--- src/rtl/uart_bus_arbiter_if.sv ---
// Bus bundle for the two-master UART arbiter.
// The master modport is the arbiter's view (bus master toward the UART); slave is the surrounding system's view.
interface uart_bus_arbiter_if;
  logic        m0_read;
  logic        m0_write;
  logic [31:0] m0_address;
  logic [31:0] m0_write_data;
  logic        m0_response;
  logic [31:0] m0_read_data;

  logic        m1_read;
  logic        m1_write;
  logic [31:0] m1_address;
  logic [31:0] m1_write_data;
  logic        m1_response;
  logic [31:0] m1_read_data;

  logic        s_read;
  logic        s_write;
  logic [31:0] s_address;
  logic [31:0] s_write_data;
  logic        s_response;
  logic [31:0] s_read_data;

  logic        bus_error;

  modport master (
    input  m0_read, m0_write, m0_address, m0_write_data,
    input  m1_read, m1_write, m1_address, m1_write_data,
    input  s_response, s_read_data,
    output m0_response, m0_read_data, m1_response, m1_read_data,
    output s_read, s_write, s_address, s_write_data, bus_error
  );

  modport slave (
    output m0_read, m0_write, m0_address, m0_write_data,
    output m1_read, m1_write, m1_address, m1_write_data,
    output s_response, s_read_data,
    input  m0_response, m0_read_data, m1_response, m1_read_data,
    input  s_read, s_write, s_address, s_write_data, bus_error
  );
endinterface

--- src/rtl/uart_bus_arbiter.sv ---
// Round-robin two-master arbiter in front of the UART MMIO port.
// Optional slave-response watchdog enabled by defining UART_ARB_TIMEOUT_EN.
module uart_bus_arbiter #(
  parameter int          TIMEOUT_CYCLES = 1024,
  parameter logic [31:0] ERROR_DATA     = 32'hFFFFFFFF
) (
  input logic                clk,
  input logic                reset,
  uart_bus_arbiter_if.master bus
);

  typedef enum logic [1:0] {IDLE, ISSUE, WAIT, DONE} state_t;

  state_t      state_reg;
  logic        grant_reg;
  logic        last_grant_reg;
  logic        req0;
  logic        req1;
  logic        pick;
  logic        timeout_hit;
  logic [31:0] rsp_data;

  assign req0 = bus.m0_read | bus.m0_write;
  assign req1 = bus.m1_read | bus.m1_write;
  // On a tie the master that was not served last wins.
  assign pick = (req0 & req1) ? ~last_grant_reg : req1;
  assign rsp_data = bus.s_response ? bus.s_read_data : ERROR_DATA;

`ifdef UART_ARB_TIMEOUT_EN
  localparam logic [15:0] TIMEOUT_LAST = 16'(TIMEOUT_CYCLES - 1);
  logic [15:0] timer_reg;

  always_ff @(posedge clk or posedge reset) begin
    if (reset) begin
      timer_reg <= '0;
    end else if (state_reg == ISSUE || state_reg == WAIT) begin
      timer_reg <= timer_reg + 16'd1;
    end else begin
      timer_reg <= '0;
    end
  end

  // A real response on the same edge takes precedence over the abort.
  assign timeout_hit = (state_reg == WAIT) && !bus.s_response && (timer_reg == TIMEOUT_LAST);
`else
  logic unused_cfg;
  assign unused_cfg  = TIMEOUT_CYCLES[0];
  assign timeout_hit = 1'b0;
`endif

  always_ff @(posedge clk or posedge reset) begin
    if (reset) begin
      state_reg        <= IDLE;
      grant_reg        <= 1'b0;
      last_grant_reg   <= 1'b1;
      bus.s_read       <= 1'b0;
      bus.s_write      <= 1'b0;
      bus.s_address    <= '0;
      bus.s_write_data <= '0;
      bus.m0_response  <= 1'b0;
      bus.m0_read_data <= '0;
      bus.m1_response  <= 1'b0;
      bus.m1_read_data <= '0;
      bus.bus_error    <= 1'b0;
    end else begin
      case (state_reg)
        IDLE: begin
          if (req0 | req1) begin
            grant_reg        <= pick;
            // Write wins when a master raises both strobes.
            bus.s_write      <= pick ? bus.m1_write : bus.m0_write;
            bus.s_read       <= pick ? (bus.m1_read & ~bus.m1_write)
                                     : (bus.m0_read & ~bus.m0_write);
            bus.s_address    <= pick ? bus.m1_address : bus.m0_address;
            bus.s_write_data <= pick ? bus.m1_write_data : bus.m0_write_data;
            state_reg        <= ISSUE;
          end
        end
        ISSUE: begin
          state_reg <= WAIT;
        end
        WAIT: begin
          if (bus.s_response || timeout_hit) begin
            bus.s_read     <= 1'b0;
            bus.s_write    <= 1'b0;
            if (grant_reg) begin
              bus.m1_read_data <= rsp_data;
              bus.m1_response  <= 1'b1;
            end else begin
              bus.m0_read_data <= rsp_data;
              bus.m0_response  <= 1'b1;
            end
            bus.bus_error  <= timeout_hit;
            last_grant_reg <= grant_reg;
            state_reg      <= DONE;
          end
        end
        DONE: begin
          bus.m0_response <= 1'b0;
          bus.m1_response <= 1'b0;
          bus.bus_error   <= 1'b0;
          state_reg       <= IDLE;
        end
        default: state_reg <= IDLE;
      endcase
    end
  end

endmodule

--- src/flat_wrapper.sv ---
// flat-port wrapper written by rule: the top's interface ports become plain ports
module uart_bus_arbiter_flat 
#(
  parameter int          TIMEOUT_CYCLES = 1024,
  parameter logic [31:0] ERROR_DATA     = 32'hFFFFFFFF
)
  (clk, reset, bus_m0_read, bus_m0_write, bus_m0_address, bus_m0_write_data, bus_m1_read, bus_m1_write, bus_m1_address, bus_m1_write_data, bus_s_response, bus_s_read_data, bus_m0_response, bus_m0_read_data, bus_m1_response, bus_m1_read_data, bus_s_read, bus_s_write, bus_s_address, bus_s_write_data, bus_bus_error);
  uart_bus_arbiter_if bus_i ();
  input logic clk;
  input logic reset;
  input wire logic [$bits(bus_i.m0_read)-1:0] bus_m0_read;
  input wire logic [$bits(bus_i.m0_write)-1:0] bus_m0_write;
  input wire logic [$bits(bus_i.m0_address)-1:0] bus_m0_address;
  input wire logic [$bits(bus_i.m0_write_data)-1:0] bus_m0_write_data;
  input wire logic [$bits(bus_i.m1_read)-1:0] bus_m1_read;
  input wire logic [$bits(bus_i.m1_write)-1:0] bus_m1_write;
  input wire logic [$bits(bus_i.m1_address)-1:0] bus_m1_address;
  input wire logic [$bits(bus_i.m1_write_data)-1:0] bus_m1_write_data;
  input wire logic [$bits(bus_i.s_response)-1:0] bus_s_response;
  input wire logic [$bits(bus_i.s_read_data)-1:0] bus_s_read_data;
  output wire logic [$bits(bus_i.m0_response)-1:0] bus_m0_response;
  output wire logic [$bits(bus_i.m0_read_data)-1:0] bus_m0_read_data;
  output wire logic [$bits(bus_i.m1_response)-1:0] bus_m1_response;
  output wire logic [$bits(bus_i.m1_read_data)-1:0] bus_m1_read_data;
  output wire logic [$bits(bus_i.s_read)-1:0] bus_s_read;
  output wire logic [$bits(bus_i.s_write)-1:0] bus_s_write;
  output wire logic [$bits(bus_i.s_address)-1:0] bus_s_address;
  output wire logic [$bits(bus_i.s_write_data)-1:0] bus_s_write_data;
  output wire logic [$bits(bus_i.bus_error)-1:0] bus_bus_error;
  assign bus_i.m0_read = bus_m0_read;
  assign bus_i.m0_write = bus_m0_write;
  assign bus_i.m0_address = bus_m0_address;
  assign bus_i.m0_write_data = bus_m0_write_data;
  assign bus_i.m1_read = bus_m1_read;
  assign bus_i.m1_write = bus_m1_write;
  assign bus_i.m1_address = bus_m1_address;
  assign bus_i.m1_write_data = bus_m1_write_data;
  assign bus_i.s_response = bus_s_response;
  assign bus_i.s_read_data = bus_s_read_data;
  assign bus_m0_response = bus_i.m0_response;
  assign bus_m0_read_data = bus_i.m0_read_data;
  assign bus_m1_response = bus_i.m1_response;
  assign bus_m1_read_data = bus_i.m1_read_data;
  assign bus_s_read = bus_i.s_read;
  assign bus_s_write = bus_i.s_write;
  assign bus_s_address = bus_i.s_address;
  assign bus_s_write_data = bus_i.s_write_data;
  assign bus_bus_error = bus_i.bus_error;
  uart_bus_arbiter #(.TIMEOUT_CYCLES(TIMEOUT_CYCLES), .ERROR_DATA(ERROR_DATA)) u_core (.clk(clk), .reset(reset), .bus(bus_i));
endmodule
--- config.mk ---
export PLATFORM = sky130hd
export DESIGN_NAME = uart_bus_arbiter_flat
export DESIGN_NICKNAME = d
export VERILOG_FILES = /design/src/rtl/uart_bus_arbiter_if.sv /design/src/rtl/uart_bus_arbiter.sv /design/src/flat_wrapper.sv
export SDC_FILE = /design/constraint.sdc
export NUM_CORES = 1
export LEC_CHECK = 0
export ABC_AREA = 1
export CORE_MARGIN = 3
export CORE_UTILIZATION = 37
export CTS_BUF_LIST = sky130_fd_sc_hd__clkbuf_16
export DETAILED_ROUTE_END_ITERATION = 8
export PLACE_DENSITY = 0.77
export SYNTH_ARGS = -nofsm -noshare
export SYNTH_HDL_FRONTEND = slang
export SYNTH_SLANG_ARGS = --single-unit
export TNS_END_PERCENT = 30
--- constraint.sdc ---
create_clock -name clk -period 4.5 [get_ports clk]
set_input_delay 1.125 -clock clk [delete_from_list [all_inputs] [get_ports clk]]
set_output_delay 1.125 -clock clk [all_outputs]
set_load 0.05 [all_outputs]
After elaboration in Yosys (flattened, before gate mapping)
Index checks and enable logic that the tools add are counted.
- add/subtract/negate cells: 0
- $mul: 0
- div/mod/pow operators: 0
- $lt $le $gt $ge: 0
- eq/ne operators: 7
- shifts and indexed selects: 0
- muxes and demuxes: 20
- bitwise operators: 10
- reduce and logical (&&, ||, !) cells: 12
- operators with widths (operator ; count):
    $mux W32 ; 2
    $reduce_and A3 Y1 ; 5
    $mux W1 ; 10
    $pmux W1 S2 ; 5
    $pmux W2 S4 ; 1
    $reduce_and A2 Y1 ; 4
    $eq A2 B2 Y1 const B ; 2
    $mux W2 ; 2
    $ne A2 B1 Y1 const B ; 2
    $ne A2 B2 Y1 const B ; 2
    $not A1 Y1 ; 4
    $reduce_bool A2 Y1 ; 2
    $and A1 B1 Y1 ; 3
    $or A1 B1 Y1 ; 3
    $eq A2 B1 Y1 const B ; 1
    $logic_not A2 Y1 ; 1
- flip-flop bits (word level): 137
- bits in latches: 0
- memory bits (writable): 0
- memory bits (read-only): 0
- bits of input ports: 167
- output and inout bits: 133
- word-level logic and storage cells: 61
- memories: 0

Longest topological paths before layout
- word-level depth: 6
- depth in mapped cells: 9
- gate-level depth less buffers: 9

Worst setup path after synthesis
No wires, ideal clock.
- path type: input to register
- start: input bus_m0_write
- end: register u_core.bus.s_address[0]
- library setup time: 0.123 ns
- arrival time: 1.853 ns
- required time: 4.377 ns
- path slack: 2.524 ns
- cell stages on the path: 6
- cell sequence: o21ai_2 nand2_2 buf_6 buf_2 a21oi_1 a21oi_2
- cells in the longest elaborated chain, start to end: 4
- elaborated cells between the ends (all ways): 6
- classes of those cells: mux: 2; bitwise: 3; reduce/logical: 1
- RTL lines (item ; line ; text):
    start, declared ; flat_wrapper.sv:12 ; input wire logic [$bits(bus_i.m0_write)-1:0] bus_m0_write;
    $or A1 B1 Y1 (*) ; uart_bus_arbiter.sv:23 ; assign req0 = bus.m0_read | bus.m0_write;
    $and A1 B1 Y1 ; uart_bus_arbiter.sv:26 ; assign pick = (req0 & req1) ? ~last_grant_reg : req1;
    $mux W1 ; uart_bus_arbiter.sv:26 ;
    $mux W32 ; uart_bus_arbiter.sv:74 ; bus.s_address <= pick ? bus.m1_address : bus.m0_address;
    end signal, assigned ; uart_bus_arbiter.sv:74 ;
    end, declared ; uart_bus_arbiter_if.sv:32 ; output s_read, s_write, s_address, s_write_data, bus_error
Mark *: on every way between the ends. The rest lies on a longest branch, timed or not.
A chain may end at the register's enable or synchronous reset.

Worst setup path after layout
- start: register u_core.bus.s_write
- end: output bus_s_write
- RTL lines (item ; line ; text):
    start, declared ; uart_bus_arbiter_if.sv:32 ;
    start signal, assigned ; uart_bus_arbiter.sv:71 ; bus.s_write <= pick ? bus.m1_write : bus.m0_write;
    end, declared ; flat_wrapper.sv:26 ; output wire logic [$bits(bus_i.s_write)-1:0] bus_s_write;
No word-level cell between the ends.

==> results.yml <==
critical_path:
  crit_family: "buffers and inverters"
  critical_path_class: "flop to primary output"
  r2r-start: "u_core.state_reg[0]$_DFFE_PP0P_"
  crit_chain: "clkdlybuf4s50_1"
  worstPathRequired_ns: 3.38
  crit_fanout: 2
  crit_buf_inv: 1
  worstSetupStartpointType: "flop"
  r2r_setup_slack_ns: 2.37
  reg2reg_to: "u_core.bus.m1_read_data[1]$_DFFE_PP0P_"
  cp.arrival_ns: 1.63
  cpMaxStageDelayCell: "clkdlybuf4s50_1"
  cpPeakStageDelay_ns: 0.85
  cp-end-kind: "primary output"
  r2r_cells: 6
global_route:
  grtUsageMet2_pct: 35.5
  grt_max_degree: 137
  grt_pass1_vias: 5589
  grt.met3_usage_pct: 4.90
  grtUsageTotal_pct: 20.5
  grt_first_pass_wirelength_um: 29800
  grt_overflow: 0
  grt_util_met1_pct: 24.8
  antenna_found_initial: 0
  busiest_layer: "met2"
layout:
  antenna_cells: 0
  final_common_cell: "clkdlybuf4s50_1"
  layout_common_cells: "298 x clkdlybuf4s50_1, 142 x a21oi_1, 135 x dfrtp_1, 94 x nand2_1, 54 x nand2_2"
  fin_nets: 1102
  seqCellArea_um2: 3400
  drive_gt1_share_pct: 16.1
  nFillCells: 1400
  area_growth_pct: 56.6
  final_cells: 1160
  final_core_util_pct: 60.3
  multi_input_area_um2: 2310
sta:
  worst_pin_slew_ns: 1.04
  maxSlewHeadroom_pct: 30.2
  clock.fmax_mhz: 363
  post-route-period-util_pct: 61.3
  slew_viol_final: 0
  fin_worst_skew_ns: 0.00768
  tns_ns: 0
  report.final.hold_viol_count: 0
  rsz0062_at_grt: "false"
  finalSetupViolations: 0
  min_period_ns: 2.76
yosys:
  syn_area_um2: 6230
  postSynthCellCount: 656
  synth_async_sr_flop_share_pct: 100
  ys_ff_latch: 136
  syn_nets: 827
  ys_warn_count: 0
  avgSynthCellArea_um2: 9.49
  synth-edff-count: 0
  yosysSeqAreaShare_pct: 54.7
  ys.flop_type: "dfrtp_1"
  synth_cell_types: 25
clock_network:
  cts-htree-levels: 4
  root_buffer: "clkbuf_16"
  clk_pin_slew_ns: 0.06
  clkLatencyLatePin_ns: 0.42
  cts_max_path_buffers: 2
  cts_tree: "built"
  clock-sinks: 136
  cts_resized: 0
  post-cts-setup-buffer-count: 0
  cts_made_buffers: 17
  hold_buffers: 0
floorplan:
  fp.dieArea_um2: 18400
  num_rows: 46
  start_util_pct: 38.5
  fp.coreArea_um2: 16200
  die_y_um: 136
  die_x_um: 136
  ios: 300
power_and_ir_drop:
  p_per_area_nw_per_um2: 854
  p_leak_nw: 4.18
  ir_drop_mv: 0.361
place:
  dp.cells: 1128
  place_congestion: 0.813
  io_buffer_count: 298
  dpl.hpwl_um: 13100
routing:
  avgRoutedWirePerCell_um: 16.6
  drtAntennaViolNets: 0
  routed_wl_um: 19300
  firstDrtPassIters: 5
  drcViolationCount: 0
  post_drt_via_cell_ratio: 4.82
  drtIter0Drc: 289
  vias: 5586
worst_hold_path:
  min_delay_path_depth: 2
  hp-class: "flop to flop"
  worstHoldStart: "u_core.bus.m0_read_data[18]$_DFFE_PP0P_"
  holdPathEnd: "u_core.bus.m0_read_data[18]$_DFFE_PP0P_"
status:
  status: "completed"
job:
  cap_violations: 0
worst max path at each step:
| stage | to | slack, ns | cells after the start | start |
|---|---|---|---|---|
| 6_report | bus_s_write | 1.74 | 1 | u_core.bus.s_write$_DFFE_PP0P_ |
| 5_1_grt | bus_s_write | 1.70 | 1 | u_core.bus.s_write$_DFFE_PP0P_ |
| 4_1_cts | bus_s_write | 1.69 | 1 | u_core.bus.s_write$_DFFE_PP0P_ |
| 3_5_place_dp | u_core.bus.m1_read_data[14]$_DFFE_PP0P_ | 1.55 | 5 | bus_s_response |
| 3_3_place_gp | u_core.bus.m1_response$_DFFE_PP0P_ | 1.63 | 6 | bus_s_response |
| 2_1_floorplan | u_core.bus.m0_read_data[0]$_DFFE_PP0P_ | 1.68 | 1 | reset |
stage by stage:
step,cell area (um^2),setup WS [ns],power [mW],hold WS [ns]
2_1_floorplan,6230,1.68,5.50,0.454
3_3_place_gp,9210,1.63,7.01,0.465
3_5_place_dp,9210,1.55,7.08,0.472
4_1_cts,9750,1.69,8.41,0.488
5_1_grt,9750,1.70,8.78,0.498
6_report,9750,1.74,8.33,0.487
report_power, final:
group / internal (mW) / switching (mW)
Sequential: 1.82 / 0.319
Clock: 0.715 / 0.574
Combinational: 1.59 / 3.32
Total: 4.12 / 4.21
cells in the mapped netlist, types with 2 or more instances:
cell type	instances	area, um^2
ha_1	4	50.1
buf_6	2	22.5
nor2_2	2	12.5
inv_1	42	158
o21ai_0	52	260
buf_4	10	75.1
clkbuf_1	12	45.0
inv_2	3	11.3
nand3_1	2	10.0
buf_12	5	100
o21ai_1	20	100
nand2_2	51	319
nand2_1	97	364
buf_2	18	90.1
dfrtp_1	135	3380
a21oi_1	142	711
nor2_1	2	7.51
a21oi_2	50	438
cells by family after synthesis:
| logic type | Yosys count | share of synthesized area, % |
|---|---|---|
| fa+ha+maj | 4 | 0.804 |
| buf+inv | 94 | 8.36 |
| compound gates | 266 | 24.6 |
| simple gates | 155 | 11.6 |
| other cells | 1 | 0.0602 |
| flops | 136 | 54.7 |
area by class of cell:
class	instances	area share (%)
flip-flops and latches	136	34.9
clock inverters	15	1.23
inverters	45	1.77
multi-input cells	426	23.7
repair buffers	305	31.2
well taps	216	2.77
clock buffers	17	4.36
metal layers:
metal / vias to the layer above / wire length [um]
li1: 2732 / -
met1: 2639 / 7770
met2: 185 / 9930
met3: 30 / 1190
met4: 0 / 418
met5: - / 0
worst min-delay path, delay by kind of cell (launching register included):
kind,cells,cell delay (ns)
AO/OA/AOI/OAI,1,0.06
flip-flops,1,0.34
AND/OR/NAND/NOR,1,0.05
Power figures use the tool's default switching activity.
